## config.mk

```make
export PLATFORM = sky130hd
export DESIGN_NAME = ad_ip_jesd204_tpl_dac_start_ctrl
export DESIGN_NICKNAME = d
export VERILOG_FILES = /design/src/rtl/ad_ip_jesd204_tpl_dac_pkg.sv /design/src/rtl/ad_ip_jesd204_tpl_dac_sync_in.sv /design/src/rtl/ad_ip_jesd204_tpl_dac_start_ctrl.sv
export SDC_FILE = /design/constraint.sdc
export NUM_CORES = 1
export LEC_CHECK = 0
export ABC_AREA = 1
export CAP_MARGIN = 0
export CORE_ASPECT_RATIO = 0.5
export CORE_MARGIN = 5
export CORE_UTILIZATION = 43
export CTS_CLUSTER_SIZE = 20
export DETAILED_ROUTE_END_ITERATION = 8
export SLEW_MARGIN = 0
export SYNTH_ARGS = -nofsm -noshare
export SYNTH_HDL_FRONTEND = slang
export SYNTH_SLANG_ARGS = --single-unit
```

## constraint.sdc

```tcl
create_clock -name clk -period 3.5 [get_ports clk]
set_clock_uncertainty 0.05 [all_clocks]
set_input_delay 0.525 -clock clk [delete_from_list [all_inputs] [get_ports clk]]
set_output_delay 0.525 -clock clk [all_outputs]
set_load 0.01 [all_outputs]
```

## src/rtl/ad_ip_jesd204_tpl_dac_pkg.sv

```systemverilog
// Shared definitions for the JESD204 DAC transport-layer start sequencer.
// State encoding is kept as plain constants so legacy register maps can mirror it.
package ad_ip_jesd204_tpl_dac_pkg;

    localparam int unsigned StateWidth     = 3;
    localparam int unsigned SyncCountWidth = 8;

    localparam logic [StateWidth-1:0] StIdle  = 3'd0;
    localparam logic [StateWidth-1:0] StArmed = 3'd1;
    localparam logic [StateWidth-1:0] StDelay = 3'd2;
    localparam logic [StateWidth-1:0] StSync  = 3'd3;
    localparam logic [StateWidth-1:0] StRun   = 3'd4;

    function automatic logic state_is_armed(input logic [StateWidth-1:0] state);
        return (state == StArmed) || (state == StDelay);
    endfunction

endpackage

```

## src/rtl/ad_ip_jesd204_tpl_dac_sync_in.sv

```systemverilog
// Two-flop synchronizer followed by a rising-edge detect register.
// Shared between the DAC and ADC transport layers.
module ad_ip_jesd204_tpl_dac_sync_in (
    input  logic clk,
    input  logic reset,
    input  logic async_in,
    output logic rise
);

    // [0] and [1] form the synchronizer, [2] is the edge-detect history.
    logic [2:0] sync_d;
    logic [2:0] sync_q;

    always_comb begin
        sync_d = {sync_q[1:0], async_in};
    end

    always_ff @(posedge clk) begin
        if (reset) begin
            sync_q <= '0;
        end else begin
            sync_q <= sync_d;
        end
    end

    assign rise = sync_q[1] & ~sync_q[2];

endmodule

```

## src/rtl/ad_ip_jesd204_tpl_dac_start_ctrl.sv

```systemverilog
// Start/resync sequencer: arm, wait for a software or external trigger, delay,
// emit a one-cycle data-path sync pulse, then release per-channel DMA valid.
module ad_ip_jesd204_tpl_dac_start_ctrl
    import ad_ip_jesd204_tpl_dac_pkg::*;
#(
    parameter int unsigned NUM_CHANNELS  = 1,
    parameter int unsigned DELAY_WIDTH   = 16,
    parameter int unsigned TIMEOUT_WIDTH = 24
) (
    input  logic                      clk,
    input  logic                      reset,
    input  logic                      link_ready,
    input  logic                      ext_sync,
    input  logic                      ctrl_arm,
    input  logic                      ctrl_abort,
    input  logic                      ctrl_sw_trigger,
    input  logic                      ctrl_ext_sync_en,
    input  logic [DELAY_WIDTH-1:0]    ctrl_delay,
    input  logic [TIMEOUT_WIDTH-1:0]  ctrl_timeout,
    output logic                      dac_sync,
    output logic [NUM_CHANNELS-1:0]   dac_valid,
    output logic                      status_armed,
    output logic                      status_running,
    output logic                      status_timeout,
    output logic [SyncCountWidth-1:0] status_sync_count
);

    logic ext_rise;
    logic trig;
    logic arm_edge;

    logic [StateWidth-1:0]     state_d, state_q;
    logic                      ctrl_arm_d1_d, ctrl_arm_d1_q;
    logic [DELAY_WIDTH-1:0]    delay_lat_d, delay_lat_q;
    logic [TIMEOUT_WIDTH-1:0]  timeout_lat_d, timeout_lat_q;
    logic [DELAY_WIDTH-1:0]    delay_cnt_d, delay_cnt_q;
    logic [TIMEOUT_WIDTH-1:0]  timeout_cnt_d, timeout_cnt_q;
    logic                      dac_sync_d, dac_sync_q;
    logic [NUM_CHANNELS-1:0]   dac_valid_d, dac_valid_q;
    logic                      status_armed_d, status_armed_q;
    logic                      status_running_d, status_running_q;
    logic                      status_timeout_d, status_timeout_q;
    logic [SyncCountWidth-1:0] sync_count_d, sync_count_q;

    ad_ip_jesd204_tpl_dac_sync_in u_sync_in (
        .clk      (clk),
        .reset    (reset),
        .async_in (ext_sync),
        .rise     (ext_rise)
    );

    assign trig     = (ext_rise & ctrl_ext_sync_en) | ctrl_sw_trigger;
    assign arm_edge = ctrl_arm & ~ctrl_arm_d1_q;

    always_comb begin
        state_d          = state_q;
        ctrl_arm_d1_d    = ctrl_arm;
        delay_lat_d      = delay_lat_q;
        timeout_lat_d    = timeout_lat_q;
        delay_cnt_d      = delay_cnt_q;
        timeout_cnt_d    = timeout_cnt_q;
        status_timeout_d = status_timeout_q;
        sync_count_d     = sync_count_q;

        // Abort outranks re-arm, which outranks anything the current state wants.
        if (ctrl_abort) begin
            state_d = StIdle;
        end else if (arm_edge) begin
            state_d          = StArmed;
            delay_lat_d      = ctrl_delay;
            timeout_lat_d    = ctrl_timeout;
            timeout_cnt_d    = '0;
            status_timeout_d = 1'b0;
        end else begin
            case (state_q)
                StIdle: begin
                end
                StArmed: begin
                    if (trig) begin
                        state_d     = StDelay;
                        delay_cnt_d = delay_lat_q;
                    end else if ((timeout_lat_q != '0) && (timeout_cnt_q == timeout_lat_q)) begin
                        state_d          = StIdle;
                        status_timeout_d = 1'b1;
                    end else begin
                        timeout_cnt_d = timeout_cnt_q + TIMEOUT_WIDTH'(1);
                    end
                end
                StDelay: begin
                    if (delay_cnt_q == '0) begin
                        state_d = StSync;
                    end else begin
                        delay_cnt_d = delay_cnt_q - DELAY_WIDTH'(1);
                    end
                end
                StSync: begin
                    state_d = StRun;
                end
                StRun: begin
                end
                default: begin
                    state_d = StIdle;
                end
            endcase
        end

        // Outputs are registered from the next state so they line up with it.
        dac_sync_d       = (state_d == StSync);
        dac_valid_d      = (state_d == StRun) ? {NUM_CHANNELS{link_ready}} : '0;
        status_armed_d   = state_is_armed(state_d);
        status_running_d = (state_d == StRun);
        if (state_d == StSync) begin
            sync_count_d = sync_count_q + SyncCountWidth'(1);
        end
    end

    always_ff @(posedge clk) begin
        if (reset) begin
            state_q          <= StIdle;
            ctrl_arm_d1_q    <= 1'b0;
            delay_lat_q      <= '0;
            timeout_lat_q    <= '0;
            delay_cnt_q      <= '0;
            timeout_cnt_q    <= '0;
            dac_sync_q       <= 1'b0;
            dac_valid_q      <= '0;
            status_armed_q   <= 1'b0;
            status_running_q <= 1'b0;
            status_timeout_q <= 1'b0;
            sync_count_q     <= '0;
        end else begin
            state_q          <= state_d;
            ctrl_arm_d1_q    <= ctrl_arm_d1_d;
            delay_lat_q      <= delay_lat_d;
            timeout_lat_q    <= timeout_lat_d;
            delay_cnt_q      <= delay_cnt_d;
            timeout_cnt_q    <= timeout_cnt_d;
            dac_sync_q       <= dac_sync_d;
            dac_valid_q      <= dac_valid_d;
            status_armed_q   <= status_armed_d;
            status_running_q <= status_running_d;
            status_timeout_q <= status_timeout_d;
            sync_count_q     <= sync_count_d;
        end
    end

    assign dac_sync          = dac_sync_q;
    assign dac_valid         = dac_valid_q;
    assign status_armed      = status_armed_q;
    assign status_running    = status_running_q;
    assign status_timeout    = status_timeout_q;
    assign status_sync_count = sync_count_q;

endmodule
```

# Yosys cells after proc, flatten, opt, wreduce, memory -nomap -nowiden

Cells that the tools add are included.
Widths: inputs -> output; s select.

Bits in registers: 100
Input port bits: 48
Word-level logic and storage cells: 69

Add/sub/neg operators: 3
Equal/unequal tests: 13
Multiplexer cells: 17
Bitwise gates (word level): 9
Reduce and logical (&&, ||, !) cells: 14

Operator list:

| operator              | number |
|---|---|
| $mux 24               | 4 |
| $mux 16               | 2 |
| $pmux 16 s2           | 1 |
| $add 24x1->24 const B | 1 |
| $eq 24x24->1          | 1 |
| $reduce_bool 24->1    | 1 |
| $logic_not 16->1      | 1 |
| $sub 16x1->16 const B | 1 |
| $mux 3                | 5 |
| $eq 3x2->1 const B    | 4 |
| $pmux 3 s4            | 1 |
| $add 8x1->8 const B   | 1 |
| $reduce_and 4->1      | 2 |
| $eq 3x1->1 const B    | 2 |
| $eq 3x3->1 const B    | 2 |
| $ne 2x2->1 const B    | 3 |
| $reduce_bool 2->1     | 3 |
| $not 1->1             | 5 |
| $reduce_and 5->1      | 1 |
| $mux 1                | 4 |
| $reduce_or 2->1       | 2 |
| $and 1x1->1           | 3 |
| $logic_not 3->1       | 1 |
| $ne 2x1->1 const B    | 1 |
| other kinds (4)       | 4 |

# Longest topological paths before layout

Gate-level depths: netlist (run 1).

Word-level depth: 11
Gate-level depth with buffers: 13

# Hierarchy

A second synthesis (run 1) with hierarchy kept.

Cells, all modules: 734
Area, all modules: 5192.5 µm²

By module, submodules not included:

| module                           | instances | cells an instance | area each (µm²) | seq. area each (µm²) |
|---|---|---|---|---|
| ad_ip_jesd204_tpl_dac_start_ctrl | 1         | 724               | 5106.1          | 1941.9 |
| ad_ip_jesd204_tpl_dac_sync_in    | 1         | 10                | 86.3            | 60.1 |

# Worst setup path before layout (run 1)

OpenSTA, ideal clock, no wires.

Path kind: input -> register
Start point: in ctrl_ext_sync_en
End point: reg delay_cnt_q[14]
Arrival time: 1627 ps
Data required time: 3318 ps
Slack: 1690 ps
Cell stages on the path: 10
Cells stage by stage: a31o_2 > nor2_2 > nor2_4 > inv_2 > nor3_4 > nand2_2 > buf_6 > buf_6 > nand2_1 > a21oi_1

Longest elaborated chain between the ends: 4

RTL lines:

| what                              | RTL line                                | RTL |
|---|---|---|
| start, declared                   | ad_ip_jesd204_tpl_dac_start_ctrl.sv:17  | `input logic ctrl_ext_sync_en,` |
| $and 1x1->1                       | ad_ip_jesd204_tpl_dac_start_ctrl.sv:52  | `assign trig = (ext_rise & ctrl_ext_sync_en) \| ctrl_sw_trigger;` |
| $or 1x1->1                        | ad_ip_jesd204_tpl_dac_start_ctrl.sv:52  |  |
| $ne 2x2->1 (no source line)       | --                                      |  |
| $reduce_and 5->1 (no source line) | --                                      |  |
| end signal, assigned              | ad_ip_jesd204_tpl_dac_start_ctrl.sv:136 | `delay_cnt_q <= delay_cnt_d;` |
| end, declared                     | ad_ip_jesd204_tpl_dac_start_ctrl.sv:36  | `logic [DELAY_WIDTH-1:0] delay_cnt_d, delay_cnt_q;` |

Every way passes these cells.
A chain may end at the register's enable or synchronous reset.

# Worst setup path in the final report (run 1)

Start point: reg timeout_cnt_q[20]
End point: reg timeout_cnt_q[22]

Longest elaborated chain between the ends: 5
Elaborated cells on any way between the ends: 9

RTL lines:

| what                   | RTL line                                | RTL |
|---|---|---|
| start, declared        | ad_ip_jesd204_tpl_dac_start_ctrl.sv:37  | `logic [TIMEOUT_WIDTH-1:0] timeout_cnt_d, timeout_cnt_q;` |
| start signal, assigned | ad_ip_jesd204_tpl_dac_start_ctrl.sv:137 | `timeout_cnt_q <= timeout_cnt_d;` |
| $add 24x1->24          | ad_ip_jesd204_tpl_dac_start_ctrl.sv:86  | `timeout_cnt_d = timeout_cnt_q + TIMEOUT_WIDTH'(1);` |
| $mux 24                | ad_ip_jesd204_tpl_dac_start_ctrl.sv:82  | `end else if ((timeout_lat_q != '0) && (timeout_cnt_q == timeout_lat_q)) begin` |
| $mux 24                | ad_ip_jesd204_tpl_dac_start_ctrl.sv:79  | `if (trig) begin` |
| $mux 24                | ad_ip_jesd204_tpl_dac_start_ctrl.sv:75  | `case (state_q)` |
| $mux 24                | ad_ip_jesd204_tpl_dac_start_ctrl.sv:68  | `end else if (arm_edge) begin` |

Several ways; a longest one is shown, not always the timed one. The select of a mux whose other input is x is not followed.

==> results.sh, run 1 <==
export IMPL_cp_top_family="compound AO/OA/AOI/OAI gates"
export IMPL_nets=831
export IMPL_post_route_drc_count=0
export IMPL_maxCapViolCount=0
export IMPL_synth_cell_types=35
export IMPL_cts_buffer_depth=2
export IMPL_final_antenna_net_count=0
export IMPL_routed_wl_mm=12.8
export IMPL_rsz0062_at_grt="no"
export IMPL_cp_required_ns=3.64
export IMPL_pwr_share_clk_pct=38.5
export IMPL_layout_cells_non_filler=950
export IMPL_core_um2=11800
export IMPL_antenna_cells=0
export IMPL_p_sw_share_pct=26.3
export IMPL_die_area_um2=14500
export IMPL_final_core_util_pct=51.7
export IMPL_grt_ovfl_total=0
export IMPL_cts_root_buf="clkbuf_16"
export IMPL_p_total_w=0.00241
export IMPL_yosysTopAreaCell="dfxtp_1"
export IMPL_hpwl_mm=8.91
export IMPL_routabilityCongestion=0.849
export IMPL_path_clk_slew_ns=0.07
export IMPL_cp_end_kind="flop"
export IMPL_grt_max_degree=73
export IMPL_synth_top_area_share_pct=38.5
export IMPL_grt_pass1_vias=4503
export IMPL_track_usage_pct=18.6
export IMPL_grt_pass1_wl_mm=21.7
export IMPL_powerDensity_nw_per_um2=395
export IMPL_die_height_um=87.7
export IMPL_p_leak_nw=2.26
export IMPL_setup_viol=0
export IMPL_yosysWarnings=0
export IMPL_antenna_found_initial=0
export IMPL_fin_crit_sh_pct=72.5
export IMPL_tritoncts="done"
export IMPL_crit_buf_inv=1
export IMPL_switchingPower_w=0.000635
export IMPL_outcome="finished, final reports clean"
export IMPL_cts_sinks=100
export IMPL_viasPerCell=4.96
export IMPL_slew_headroom_pct=46.9
export IMPL_max_vdd_ir_drop_mv=0.219
export IMPL_critPathMostFrequentCell="nand2_1"
export IMPL_cts_resized_gates=0
export IMPL_portBuffers=60
export IMPL_via_count=4710
export IMPL_crit_path_cell_trace="xnor2_1, nand2_1, nor2_1, nand2_1, nor2_1, nand2_1, o21ai_4, inv_4, nand2_1, a21oi_1"
export IMPL_io_pins=61
export IMPL_cts_hold_buffers=0
export IMPL_tightest_slew_ns=0.793
export IMPL_drt_pass1_iterations=5
export IMPL_wl_per_cell_um=13.5
export IMPL_p_int_w=0.00178
export IMPL_hold_violations=0
export IMPL_holdWs_ns=0.364
export IMPL_row_count=28
export IMPL_die_w_um=165
export IMPL_drive_above_1_share_pct=5.48
export IMPL_cts_htree_levels=3
export IMPL_netlist_area_um2=5200
export IMPL_period_minus_slack_ns=2.54
export IMPL_critical_path_max_stage_delay_ns=0.66
export IMPL_yosysSeqAreaShare_pct=38.5
export IMPL_tns_ns=0
export IMPL_slowest_stage="o21ai_4"
export IMPL_syn_inst=742
export IMPL_drt_iter0_drc=348
export IMPL_cts_made_buffers=9
export IMPL_start_util_pct=44.0
export IMPL_max_clock_freq_ghz=0.394
export IMPL_critical_path_arrival_ns=2.67
export IMPL_ys_ff_latch=100
export IMPL_path_class="flop to flop"
export IMPL_avgSynthCellArea_um2=7.00
export IMPL_clkLatencyLatePin_ns=0.34
export IMPL_syn_num_nets=793
export IMPL_post_cts_repair_setup_buffers=0
export IMPL_hold_path_class="flop to flop"
export IMPL_comb_power_share_pct=12.0
export IMPL_synth_area_top_cells="dfxtp_1, nand2_1, a21oi_1, nor2_1, nand3_1"
export IMPL_critPathLaunchType="flop"
export IMPL_pwr_share_seq_pct=49.5
export IMPL_drv_slew=0
export IMPL_place_inst=934
export IMPL_crit_path_max_fanout=26
export IMPL_layout_area_overhead_vs_synth_pct=17.5
[stage by stage]
stage          cell area [um^2]  worst slack [ns]
5_1_grt                    6110             0.671
3_3_place_gp               5840             0.751
6_report                   6110             0.962
2_1_floorplan              5200              1.69
3_5_place_dp               5840             0.740
4_1_cts                    6110             0.920
[power by group through the flow]
| stage | clock [W] | sequential, W | combinational, W |
|---|---|---|---|
| after detailed placement | 0 | 0.00122 | 0.000293 |
| after global routing | 0.00101 | 0.00120 | 0.000331 |
| after floorplan | 0 | 0.00121 | 0.000195 |
| after global placement | 0 | 0.00122 | 0.000291 |
| after CTS | 0.000959 | 0.00119 | 0.000294 |
| final | 0.000928 | 0.00119 | 0.000290 |
[worst min-delay path, cell delays in order, from the launching register on]
cell,delay [ns]
dfxtp_1,0.30
inv_1,0.04
nor2_1,0.03
[area by class of cell]
type	instances	area [um^2]
fillers	1209	5700
well taps	165	206
clock inverters	5	36.3
flip-flops and latches	100	2000
multi-input cells	547	2780
clock buffers	11	233
inverters	57	216
repair buffers	65	633
[worst paths after layout]
path	start	endpoint	slack, ns	cells past startpoint
hold / removal	u_sync_in.sync_q[0]	u_sync_in.sync_q[1]	0.36	2
setup / recovery	timeout_cnt_q[20]	timeout_cnt_q[22]	0.96	10
setup reg to reg	timeout_cnt_q[20]	timeout_cnt_q[22]	0.96	10
hold reg to reg	u_sync_in.sync_q[0]	u_sync_in.sync_q[1]	0.36	2
[layer usage]
metal / track usage, % / routed length, um
met5: 0 / 0
met1: 26.4 / 6360
met2: 29.4 / 5860
met4: 3.97 / 94
met3: 3.81 / 495
[cells by family (layout without fill, tap and decap cells)]
family	count (synthesis)	after routing	share of synthesized area, %
AO/OA/AOI/OAI	144	144	14.8
buffers and inverters	95	138	8.16
AND/OR/NAND/NOR	349	349	29.2
adder cells (fa/ha/maj)	3	3	0.722
flip-flops	100	100	38.5
multiplexers	1	1	0.193
XOR/XNOR	50	50	8.43
[flip-flops by register name, summed over array words and instances, names as in the netlist]
register,cells
u_sync_in.sync_q,3
dac_valid,1
state_q,3
delay_cnt_q,16
dac_sync,1
status_armed,1
delay_lat_q,16
status_timeout,1
timeout_cnt_q,24
ctrl_arm_d1_q,1
status_running,1
status_sync_count,8
timeout_lat_q,24
[synthesized netlist by cell type, drive strengths merged]
library cell and n:
a211oi 2, o211ai 4, mux2i 1, nor3 14, buf 10, xnor2 27, nand3 51, nor4 5
xor2 23, clkbuf 28, a31o 1, a21oi 88, a21boi 1, nand4 16, o21ai 44, nor2 93
o21bai 2, a31oi 2, dfxtp 100, and2 1, nand2 168, nor3b 1, inv 57, ha 3
[layout by cell type, fill, tap and decap left out, types with 9 or more instances in the layout]
cell type and n:
a21oi_1 88, nand4_1 16, inv_1 51, xnor2_1 27
clkbuf_16 9, o21ai_0 43, xor2_1 23, nand2_1 166
nand3_1 49, clkdlybuf4s50_1 59, nor3_1 11, dfxtp_1 100
nor2_1 87
Power figures use the tool's default switching activity.
==> inputs of run 2 (changes only) <==
Clock period 3.5 ns to 2.5 ns, I/O delays scaled along.
==> results.sh, run 2 (same netlist as run 1, synthesis figures left out) <==
export IMPL_fin_area_um2=6290
export IMPL_p_sw_share_pct=25.6
export IMPL_placed_area_um2=5990
export IMPL_slew_headroom_pct=46.1
export IMPL_cts_root_buf="clkbuf_16"
export IMPL_die_area_um2=14500
export IMPL_cp_end_kind="flop"
export IMPL_wl_per_cell_um=13.4
export IMPL_critPathLaunchType="flop"
export IMPL_pwr_share_seq_pct=47.8
export IMPL_drv_slew=0
export IMPL_track_usage_pct=18.8
export IMPL_fin_crit_sh_pct=86.1
export IMPL_slowest_stage="dfxtp_1"
export IMPL_reg_top3="timeout_cnt_q (24), timeout_lat_q (24)"
export IMPL_grt_pass1_wl_mm=21.8
export IMPL_period_minus_slack_ns=2.15
export IMPL_cp_top_family="simple AND/OR/NAND/NOR gates"
export IMPL_maxCapViolCount=0
export IMPL_post_cts_repair_setup_buffers=0
export IMPL_path_clk_slew_ns=0.07
export IMPL_tightest_slew_ns=0.808
export IMPL_layout_cells_non_filler=971
export IMPL_cts_made_buffers=9
export IMPL_setup_viol=0
export IMPL_die_w_um=165
export IMPL_viasPerCell=4.98
export IMPL_row_count=28
export IMPL_comb_power_share_pct=11.9
export IMPL_p_leak_nw=2.37
export IMPL_final_common_cell="nand2_1"
export IMPL_fillers=1205
export IMPL_layout_cells_most_common_list="nand2_1, dfxtp_1, a21oi_1"
export IMPL_critPathMostFrequentCell="nand3_1"
export IMPL_hold_path_class="flop to flop"
export IMPL_crit_path_max_fanout=10
export IMPL_clkLatencyLatePin_ns=0.34
export IMPL_routed_wl_mm=13.0
export IMPL_core_um2=11800
export IMPL_powerDensity_nw_per_um2=556
export IMPL_rsz0062_at_grt="no"
export IMPL_critical_path_arrival_ns=2.30
export IMPL_post_route_drc_count=0
export IMPL_cts_sinks=100
export IMPL_portBuffers=60
export IMPL_pwr_share_clk_pct=40.3
export IMPL_final_antenna_net_count=0
export IMPL_hold_violations=0
export IMPL_grt_ovfl_total=0
export IMPL_die_height_um=87.7
export IMPL_nets=852
export IMPL_layout_area_overhead_vs_synth_pct=21.0
export IMPL_critical_path_max_stage_delay_ns=0.32
export IMPL_min_path_cells=2
export IMPL_io_pins=61
export IMPL_via_count=4835
export IMPL_max_vdd_ir_drop_mv=0.298
export IMPL_hpwl_mm=9.42
export IMPL_grt_pass1_vias=4414
export IMPL_start_util_pct=44.0
export IMPL_antenna_found_initial=0
export IMPL_drt_iter0_drc=353
export IMPL_antenna_cells=0
export IMPL_cts_resized_gates=0
export IMPL_grt_max_degree=73
export IMPL_register_area_um2=2000
export IMPL_p_int_w=0.00260
export IMPL_tns_ns=0
export IMPL_drt_pass1_iterations=5
export IMPL_cts_htree_levels=3
export IMPL_place_inst=955
export IMPL_max_clock_freq_ghz=0.465
export IMPL_multi_input_area_um2=2780
export IMPL_routabilityCongestion=0.879
export IMPL_crit_buf_inv=1
export IMPL_cts_buffer_depth=2
export IMPL_path_class="flop to flop"
export IMPL_drive_above_1_share_pct=7.94
export IMPL_reg2regPathDepth=11
export IMPL_crit_path_cell_trace="inv_1, ha_1, nand3_1, nor2_2, nand3_1, nor2_1, nand3_1, nand3_2, nand3_2, nand2_1, a21oi_1"
export IMPL_cp_required_ns=2.65
export IMPL_cts_hold_buffers=0
export IMPL_outcome="finished, final reports clean"
export IMPL_switchingPower_w=0.000895
export IMPL_cp_depth=11
export IMPL_tritoncts="done"
==> run 2: changes by cell type in the layout (fill, tap and decap cells not counted) <==
cell and change:
buf_4 +21, clkinv_2 -1, bufinv_16 +1, clkinv_4 -1, clkinvlp_4 +1
==> run 2: metal layers <==
metal | vias to the layer above | GRT usage (%) | share of wire (%)
met5 | - | 0 | 0
met3 | 18 | 4.65 | 4.5
li1 | 2539 | - | -
met2 | 96 | 28.2 | 43
met4 | 0 | 4.27 | 1.3
met1 | 2182 | 27.3 | 52
==> run 2: final cells by class <==
class,count,area share [%]
clock inverters,5,0.955
well taps,165,3.28
inverters,57,3.44
flip-flops and latches,100,31.8
clock buffers,11,3.70
multi-input cells,547,44.2
repair buffers,86,12.6
==> run 2: path summary, 6_finish.rpt <==
path / startpoint / to / slack (ns)
worst max-delay path: delay_cnt_q[0] / status_sync_count[2] / 0.35
worst min-delay path: u_sync_in.sync_q[0] / u_sync_in.sync_q[1] / 0.36
worst max register to register: delay_cnt_q[0] / status_sync_count[2] / 0.35
worst min register to register: u_sync_in.sync_q[0] / u_sync_in.sync_q[1] / 0.36
==> run 2: through the flow <==
stage	util (%)	hold slack (ns)	worst slack, ns	power, W
2_1_floorplan	-	0.338	0.696	0.00197
3_3_place_gp	50.8	0.344	0.350	0.00212
3_5_place_dp	50.8	0.349	0.319	0.00213
4_1_cts	53.3	0.359	0.324	0.00354
5_1_grt	53.3	0.380	0.0598	0.00367
6_report	53.3	0.359	0.349	0.00349
==> run 2: power groups by stage <==
stage	Combinational (W)	Clock, W	Sequential, W
detailed placement	0.000419	0	0.00171
global route	0.000471	0.00153	0.00168
floorplan	0.000273	0	0.00170
CTS	0.000420	0.00145	0.00167
global placement	0.000415	0	0.00171
finish	0.000417	0.00141	0.00167
==> run 2: worst min-delay path, cell delays in order (launching register included) <==
cell and delay (ns):
dfxtp_1 0.30, inv_1 0.04, nor2_1 0.03
==> inputs of run 3 (changes only) <==
Settings changed: SKIP_CTS_REPAIR_TIMING set to 1.
==> results of run 3 <==
The final DEF is identical to that of run 2; final timing and power are the same.
